<file path="config.mk">
export PLATFORM = sky130hd
export DESIGN_NAME = pipe_add_sub
export DESIGN_NICKNAME = d
export VERILOG_FILES = /design/src/rtl/alu_pkg.sv /design/src/rtl/rca_chunk.sv /design/src/rtl/pipe_add_sub.sv
export SDC_FILE = /design/constraint.sdc
export NUM_CORES = 1
export LEC_CHECK = 0
export CAP_MARGIN = 15
export CORE_MARGIN = 5
export CORE_UTILIZATION = 54
export DETAILED_ROUTE_END_ITERATION = 10
export GPL_TIMING_DRIVEN = 0
export PLACE_DENSITY_LB_ADDON = 0.08
export RECOVER_POWER = 50
export SYNTH_ARGS = -nofsm -noshare
export SYNTH_HDL_FRONTEND = slang
export SYNTH_HIERARCHICAL = 1
export SYNTH_SLANG_ARGS = --single-unit
</file>
<file path="constraint.sdc">
create_clock -name clk -period 5.9 [get_ports clk]
set_input_delay 1.18 -clock clk [delete_from_list [all_inputs] [get_ports clk]]
set_output_delay 1.18 -clock clk [all_outputs]
set_load 0.005 [all_outputs]
</file>
<file path="src/rtl/alu_pkg.sv">
// Shared types for the pipelined adder/subtractor: operation encoding and status flags.
package alu_pkg;

  typedef enum logic {
    OP_ADD = 1'b0,
    OP_SUB = 1'b1
  } addsub_op_e;

  typedef struct packed {
    logic c;
    logic v;
    logic z;
  } addsub_flags_t;

  // A borrow-in on subtract becomes the inverted carry-in of A + ~B.
  function automatic logic eff_cin(input addsub_op_e op, input logic ci);
    return (op == OP_SUB) ? ~ci : ci;
  endfunction

endpackage

</file>
<file path="src/rtl/rca_chunk.sv">
// Combinational W-bit ripple-carry adder slice; also reports the carry into its top bit.
module rca_chunk #(
  parameter int W = 8
) (
  input  logic [W-1:0] a,
  input  logic [W-1:0] b,
  input  logic         cin,
  output logic [W-1:0] s,
  output logic         cout,
  output logic         c_msb_in
);

  // Ripple the carry bit by bit; c_msb_in keeps the carry entering bit W-1.
  always_comb begin
    logic c;
    c        = cin;
    c_msb_in = cin;
    s        = '0;
    for (int i = 0; i < W; i++) begin
      c_msb_in = c;
      s[i]     = a[i] ^ b[i] ^ c;
      c        = (a[i] & b[i]) | (c & (a[i] ^ b[i]));
    end
    cout = c;
  end

endmodule

</file>
<file path="src/rtl/pipe_add_sub.sv">
// Pipelined ripple-carry adder/subtractor: one CHUNK-bit slice per stage, global valid/ready stall.
module pipe_add_sub
  import alu_pkg::*;
#(
  parameter int WIDTH  = 32,
  parameter int STAGES = 4
) (
  input  logic             clk,
  input  logic             rst,
  input  logic             in_valid,
  output logic             in_ready,
  input  logic [WIDTH-1:0] A,
  input  logic [WIDTH-1:0] B,
  input  logic             CI,
  input  logic             SUB,
  output logic             out_valid,
  input  logic             out_ready,
  output logic [WIDTH-1:0] S,
  output logic             C,
  output logic             V,
  output logic             Z
);

  localparam int CHUNK = WIDTH / STAGES;

  if (STAGES < 1 || STAGES > WIDTH || (WIDTH % STAGES) != 0) begin : g_bad_cfg
    $error("pipe_add_sub: WIDTH must be divisible by STAGES and 1 <= STAGES <= WIDTH");
  end

  addsub_op_e                        op_s;
  logic                              advance_s;
  logic [WIDTH-1:0]                  beff_s;
  logic [STAGES-1:0]                 vld_q, vld_d;
  logic [STAGES-1:0][WIDTH-1:0]      a_q, b_q, s_q, s_d;
  logic [STAGES-1:0]                 c_q;
  logic [STAGES-1:0][CHUNK-1:0]      ca_s, cb_s, chunk_s;
  logic [STAGES-1:0]                 cc_s, co_s, cm_s;
  addsub_flags_t                     flags_q, flags_d;
  logic                              unused_s;

  assign op_s      = SUB ? OP_SUB : OP_ADD;
  assign beff_s    = (op_s == OP_SUB) ? ~B : B;
  assign advance_s = !vld_q[STAGES-1] || out_ready;
  assign in_ready  = advance_s;
  // Last-stage skew copies only exist to keep the shift chain uniform.
  assign unused_s  = ^{a_q[STAGES-1], b_q[STAGES-1], c_q[STAGES-1]};

  // Select each stage's operand slice and carry: stage 0 from the ports, later stages from skew registers.
  always_comb begin
    ca_s[0] = A[CHUNK-1:0];
    cb_s[0] = beff_s[CHUNK-1:0];
    cc_s[0] = eff_cin(op_s, CI);
    for (int k = 1; k < STAGES; k++) begin
      ca_s[k] = a_q[k-1][k*CHUNK +: CHUNK];
      cb_s[k] = b_q[k-1][k*CHUNK +: CHUNK];
      cc_s[k] = c_q[k-1];
    end
  end

  for (genvar k = 0; k < STAGES; k++) begin : g_chunk
    rca_chunk #(.W(CHUNK)) u_chunk (
      .a        (ca_s[k]),
      .b        (cb_s[k]),
      .cin      (cc_s[k]),
      .s        (chunk_s[k]),
      .cout     (co_s[k]),
      .c_msb_in (cm_s[k])
    );
  end

  // Next-state: merge each new chunk into the partial sum and derive the final flags.
  always_comb begin
    vld_d[0] = in_valid && advance_s;
    s_d[0]   = '0;
    s_d[0][CHUNK-1:0] = chunk_s[0];
    for (int k = 1; k < STAGES; k++) begin
      vld_d[k] = vld_q[k-1];
      s_d[k]   = s_q[k-1];
      s_d[k][k*CHUNK +: CHUNK] = chunk_s[k];
    end
    flags_d.c = co_s[STAGES-1];
    flags_d.v = cm_s[STAGES-1] ^ co_s[STAGES-1];
    flags_d.z = (s_d[STAGES-1] == '0);
  end

  // Valid chain and flags: reset, then shift only when the pipe advances.
  always_ff @(posedge clk) begin
    if (rst) begin
      vld_q   <= '0;
      flags_q <= '0;
    end else if (advance_s) begin
      vld_q   <= vld_d;
      flags_q <= flags_d;
    end
  end

  // Datapath registers need no reset; they move together with the valid chain.
  always_ff @(posedge clk) begin
    if (advance_s) begin
      a_q[0] <= A;
      b_q[0] <= beff_s;
      for (int k = 1; k < STAGES; k++) begin
        a_q[k] <= a_q[k-1];
        b_q[k] <= b_q[k-1];
      end
      c_q <= co_s;
      s_q <= s_d;
    end
  end

  assign out_valid = vld_q[STAGES-1];
  assign S         = out_valid ? s_q[STAGES-1] : '0;
  assign C         = out_valid & flags_q.c;
  assign V         = out_valid & flags_q.v;
  assign Z         = out_valid & flags_q.z;

endmodule

</file>
==> impl_metrics.csv, run 1 <==
group,metric,value,unit
final_layout,regArea,5520,um^2
floorplan,die_w,125,um
detailed_routing,route.met3.wl,487,um
floorplan,start_util,0.557,
clocking,cts_tree,"done",
final_layout,insertedDiodeCount,0,
final_layout,layout_commonest_cell,"edfxtp_1",
final_layout,drive_above_1_share,0.0832,
detailed_routing,met2_length,5460,um
synth,synth_edf_count,179,
synth,syn_avg_cell_area,19.2,um^2
flow_run,max_cap_violations,0,
detailed_routing,wl_per_cell,14.9,um
sta,setup_viol,0,
clocking,cts_buffer_depth,2,
global_routing,grt_max_degree,188,
detailed_routing,via_per_inst,4.66,
global_routing,overflow,0,
detailed_routing,drtPass1Iterations,4,
critical_path,critPathKind,"input port to register",
global_routing,grt_antenna_before_repair,0,
sta,fin_crit_sh,0.789,
sta,slew_violations,0,
clocking,clock_sink_count,186,
synth,synth_simple_gate_area_share,0.0519,
sta,finalHoldViolCount,0,
sta,slew_headroom,0.521,
floorplan,die-area,15500,um^2
clocking,numCtsBuffers,17,
clocking,clk_pin_slew,60,ps
synth,synthArstFlopShare,0,
synth,netlist_area,7080,um^2
detailed_routing,routed_wl,10100,um
clocking,post_cts_buffers,0,
detailed_routing,num_vias,3156,
detailed_routing,met1Wirelength,4010,um
global_routing,track_usage,0.140,
clocking,cts_resized,0,
synth,ys_ff_latch,186,
critical_path,crit_arrival,4810,ps
synth,synth-seq-area-share,0.779,
synth,synth_xor_area_frac,0.0420,
critical_path,cp-start-kind,"input port",
synth,synth_flop_cell,"edfxtp_1",
placed_design,gp_congestion,0.833,
power,ir_worst_vdd,0.199,mV
synth,syn_inst,368,
critical_path,crit_required,6050,ps
placed_design,portBuffers,104,
synth,synth-compound-area-share,0.00636,
detailed_routing,antenna_left,0,
power,p_leak,0.00340,uW
final_layout,fin_cells,677,
placed_design,place_hpwl,6990,um
sta,finClkSkew,12.9,ps
sta,holdWs,416,ps
synth,synth_nets,470,
floorplan,core-area,12700,um^2
critical_path,crit_path_end_kind,"register",
placed_design,place_inst,644,
floorplan,num_io_pins,107,
detailed_routing,first_iter_violations,274,
clocking,cts-root-buf,"clkbuf_16",
synth,synthTopCellsByArea,"edfxtp_1 76%, fa_1 9.0%, xor2_1 4.1%",
outcome,status,"complete, no violations",
final_layout,multi_input_area,1350,um^2
power,p_per_area,350,nW/um^2
sta,max_freq,215,MHz
final_layout,final_cell_mix,"179 x edfxtp_1, 77 x clkdlybuf4s50_1, 40 x inv_1",
final_layout,fin_nets,594,
synth,synth_fa_ha_area_frac,0.0904,
synth,ys_types,27,
synth,synth_area_leader_cell,"edfxtp_1",
floorplan,die_height,125,um
global_routing,grt_pass1_wl,16400,um
detailed_routing,highest_layer,"met4",
power,totalPowerFinal,3130,uW
global_routing,grt_pass1_vias,3346,
detailed_routing,drc,0,
clocking,ctsHoldBuffers,0,
floorplan,std_cell_rows,41,
synth,synth_top_family_by_area,"adder cells",
sta,tightest_slew,718,ps
sta,finalCriticalPeriod,4650,ps
final_layout,syn2layout_area_growth,26.0,%
worst_hold_path,holdCritPathClass,"register to register",
critical_path,crit_fanout,1,
clocking,clk_latency,420,ps
clocking,h-tree-depth,4,
final_layout,fillers,880,
synth,muxShareOfSynthArea,0,
sta,setup_tns,0,ps
synth,synth_top_area_frac,0.759,
synth,yosysWarnings,6,
sta,grt_setup_unrepaired,"no",
[critical path, stage by stage]
cell           delay (ps)
dlygate4sd3_1         560
xor2_1                170
fa_1                  400
inv_1                  70
fa_1                  150
inv_1                  40
fa_1                  370
fa_1                  390
fa_1                  380
fa_1                  360
inv_1                  80
fa_1                  160
inv_1                  60
fa_1                  440
[flip-flops by register name, summed over array words and instances (netlist names)]
| name | count |
|---|---|
| s_d | 48 |
| flags_q | 3 |
| c_q | 3 |
| s_q | 32 |
| vld_q | 4 |
| a_q | 48 |
| b_q | 48 |
[cell type report]
class,instances,share of cell area
flip-flops and latches,186,0.618
multi-input cells,132,0.151
repair buffers,105,0.120
clock buffers,25,0.0578
well taps,172,0.0241
inverters,41,0.0181
clock inverters,7,0.00715
plain buffers,9,0.00392
[synth_stat cells (3+ instances only)]
cell      number
a21oi_1        4
and2_1        30
and2_2         5
buf_4          3
clkbuf_1       3
dfxtp_1        7
edfxtp_1     179
fa_1          32
inv_1         40
nand2_1        8
nor2_1         4
nor4_1         6
xor2_1        33
[power by group]
group	internal (uW)	switching, uW
logic	115	104
clock network	646	427
registers	1750	81.0
[stage by stage]
step	util	setup WS, ps	instance area (um^2)
after floorplan	-	1360	7080
after global placement	0.655	1030	8340
after detailed placement	0.655	943	8340
after CTS	0.701	1260	8920
after global routing	0.702	1090	8930
final	0.702	1250	8930
[routing by layer]
metal / track usage / up-vias
li1: - / 1529
met1: 0.164 / 1543
met2: 0.233 / 71
met3: 0.0527 / 13
met4: 0.0587 / 0
met5: 0 / -
[path summary, 6_finish.rpt]
kind	endpoint	start	cells after the start	slack, ps
hold / removal	s_d[98]	s_d[66]	0	420
setup reg to reg	flags_q[0]	a_q[88]	15	1640
setup / recovery	s_d[39]	B[0]	14	1250
hold reg to reg	s_d[98]	s_d[66]	0	420
[kinds of logic after synthesis]
logic type | Yosys count
adder cells (fa/ha/maj) | 32
flip-flops | 186
AO/OA/AOI/OAI | 6
buffers and inverters | 50
XOR/XNOR | 34
AND/OR/NAND/NOR | 60
No activity file was read; power rests on OpenSTA's default activity.
==> run 2, diff against run 1 <==
- CORE_UTILIZATION: 54 -> 48
- clock period: 5.9 -> 4.1 ns (I/O delays scaled with it)
==> run 2 against run 1 <==
First-iteration DRC count increased by 9.5%. Cell count increased by 1.6%. Hold slack improved by 2.0 ps. Via count increased by 0.25%. Sequential share of layout area decreased by 0.41 points. Total power increased by 45%. Non-clock buffer count unchanged. Clock skew decreased by 5.3 ps. Global-route usage decreased by 1.2 points. Routed wire length increased by 2.6%. Core utilization decreased by 8.1 points.
==> impl_metrics.csv, run 2 (same netlist as run 1, synthesis figures left out) <==
group,metric,value,unit
critical_path,crit_path_frequent_cell,"fa_2",
final_layout,layout_commonest_cell,"edfxtp_1",
placed_design,place_hpwl,6980,um
critical_path,slowest_delay,430,ps
global_routing,track_usage,0.127,
power,ir_worst_vdd,0.319,mV
floorplan,std_cell_rows,44,
critical_path,cp-start-kind,"input port",
sta,finalHoldViolCount,0,
final_layout,drive_above_1_share,0.109,
clocking,cts-root-buf,"clkbuf_16",
detailed_routing,num_vias,3164,
power,p_leak,0.00342,uW
sta,grt_setup_unrepaired,"yes",
sta,tightest_slew,854,ps
final_layout,final_cell_area,8990,um^2
clocking,ctsHoldBuffers,0,
final_layout,fin_cells,688,
detailed_routing,antenna_left,0,
worst_hold_path,holdCritPathClass,"register to register",
clocking,cts_buffer_depth,2,
critical_path,crit_buf_inv,5,
floorplan,die_w,131,um
placed_design,portBuffers,104,
detailed_routing,via_per_inst,4.60,
floorplan,die-area,17300,um^2
placed_design,place_area,8360,um^2
global_routing,grt_max_degree,188,
floorplan,start_util,0.489,
final_layout,insertedDiodeCount,0,
detailed_routing,drc,0,
sta,holdWs,418,ps
flow_run,max_cap_violations,0,
clocking,clk_pin_slew,60,ps
clocking,numCtsBuffers,17,
critical_path,path_cells,"buf_4, xor2_1, fa_2, inv_2, fa_2, inv_1, fa_2, fa_2, fa_2, fa_2, inv_2, fa_1, inv_1, fa_1",
detailed_routing,routed_wl,10400,um
clocking,clk_latency,420,ps
detailed_routing,first_iter_violations,300,
global_routing,grt_antenna_before_repair,0,
floorplan,num_io_pins,107,
final_layout,fillers,1084,
sta,slew_violations,0,
final_layout,utilization,0.621,
sta,slew_headroom,0.431,
critical_path,crit_required,4260,ps
clocking,h-tree-depth,4,
critical_path,critPathKind,"input port to register",
final_layout,final_cell_mix,"179 x edfxtp_1, 64 x clkdlybuf4s50_1, 37 x inv_1, 37 x dlygate4sd3_1, 32 x xor2_1",
final_layout,syn2layout_area_growth,26.9,%
floorplan,core-area,14500,um^2
final_layout,fin_nets,594,
critical_path,crit_arrival,4150,ps
clocking,cts_tree,"done",
critical_path,crit_path_end_kind,"register",
placed_design,gp_congestion,0.757,
sta,finClkSkew,7.63,ps
global_routing,overflow,0,
detailed_routing,drtPass1Iterations,6,
sta,finalCriticalPeriod,3990,ps
final_layout,regArea,5520,um^2
clocking,clock_sink_count,186,
critical_path,crit_fanout,6,
sta,fin_crit_sh,0.973,
global_routing,grt_pass1_wl,16900,um
floorplan,die_height,131,um
outcome,status,"complete, no violations",
final_layout,multi_input_area,1390,um^2
power,p_per_area,504,nW/um^2
critical_path,slowest_stage,"fa_1",
critical_path,path_delay_family,"adder cells",
sta,setup_viol,0,
placed_design,place_inst,656,
global_routing,grt_pass1_vias,3385,
detailed_routing,wl_per_cell,15.1,um
sta,max_freq,251,MHz
[run 2: cell types whose count changed in the layout (fill, tap and decap cells not counted), moves of 5 or more]
cell,previous run,this run
clkbuf_1,10,5
fa_1,32,21
fa_2,0,11
clkbuf_8,6,0
clkdlybuf4s50_1,77,64
dlygate4sd3_1,27,37
clkinv_1,1,7
[run 2: area by class of cell]
cell class / count / area share
flip-flops and latches: 186 / 0.614
multi-input cells: 132 / 0.154
repair buffers: 105 / 0.120
clock buffers: 18 / 0.0478
well taps: 184 / 0.0256
inverters: 41 / 0.0180
clock inverters: 13 / 0.0149
plain buffers: 9 / 0.00599
[run 2: where the power goes]
part,internal (uW),switching [uW]
Sequential,2520,120
Clock,937,624
Combinational,170,152
Total,3630,895
[run 2: repair_timing]
action,CTS,global route
buffers inserted,0,0
gates resized for setup,3,16
endpoints found under the setup margin,2,3
pin swaps,3,7
[run 2: metal layers]
metal / global-route usage / share of wire / vias up
met5: 0 / 0 / -
met4: 0.0480 / 0.016 / 0
met3: 0.0489 / 0.048 / 15
met2: 0.207 / 0.51 / 76
met1: 0.156 / 0.42 / 1543
li1: - / - / 1530
[run 2: worst paths after layout]
path	from	to	slack, ps	cells after the start
worst min-delay path	s_d[66]	s_d[98]	420	0
worst min register to register	s_d[66]	s_d[98]	420	0
worst max-delay path	SUB	s_d[39]	110	14
worst max register to register	a_q[88]	flags_q[0]	130	15
[run 2: per-stage QoR]
| stage | worst slack, ps | setup TNS (ps) | total power, uW |
|---|---|---|---|
| after floorplan | -3.58 | -3.58 | 2810 |
| after global placement | -335 | -778 | 2980 |
| after detailed placement | -427 | -1050 | 3010 |
| after CTS | 39.2 | 0 | 4580 |
| after global routing | 0.670 | 0 | 4740 |
| final | 109 | 0 | 4520 |
==> run 3, diff against run 2 <==
- SLEW_MARGIN: unset -> 10
==> results of run 3 <==
Same layout as run 2: the final DEF is identical, and so are final timing and power.
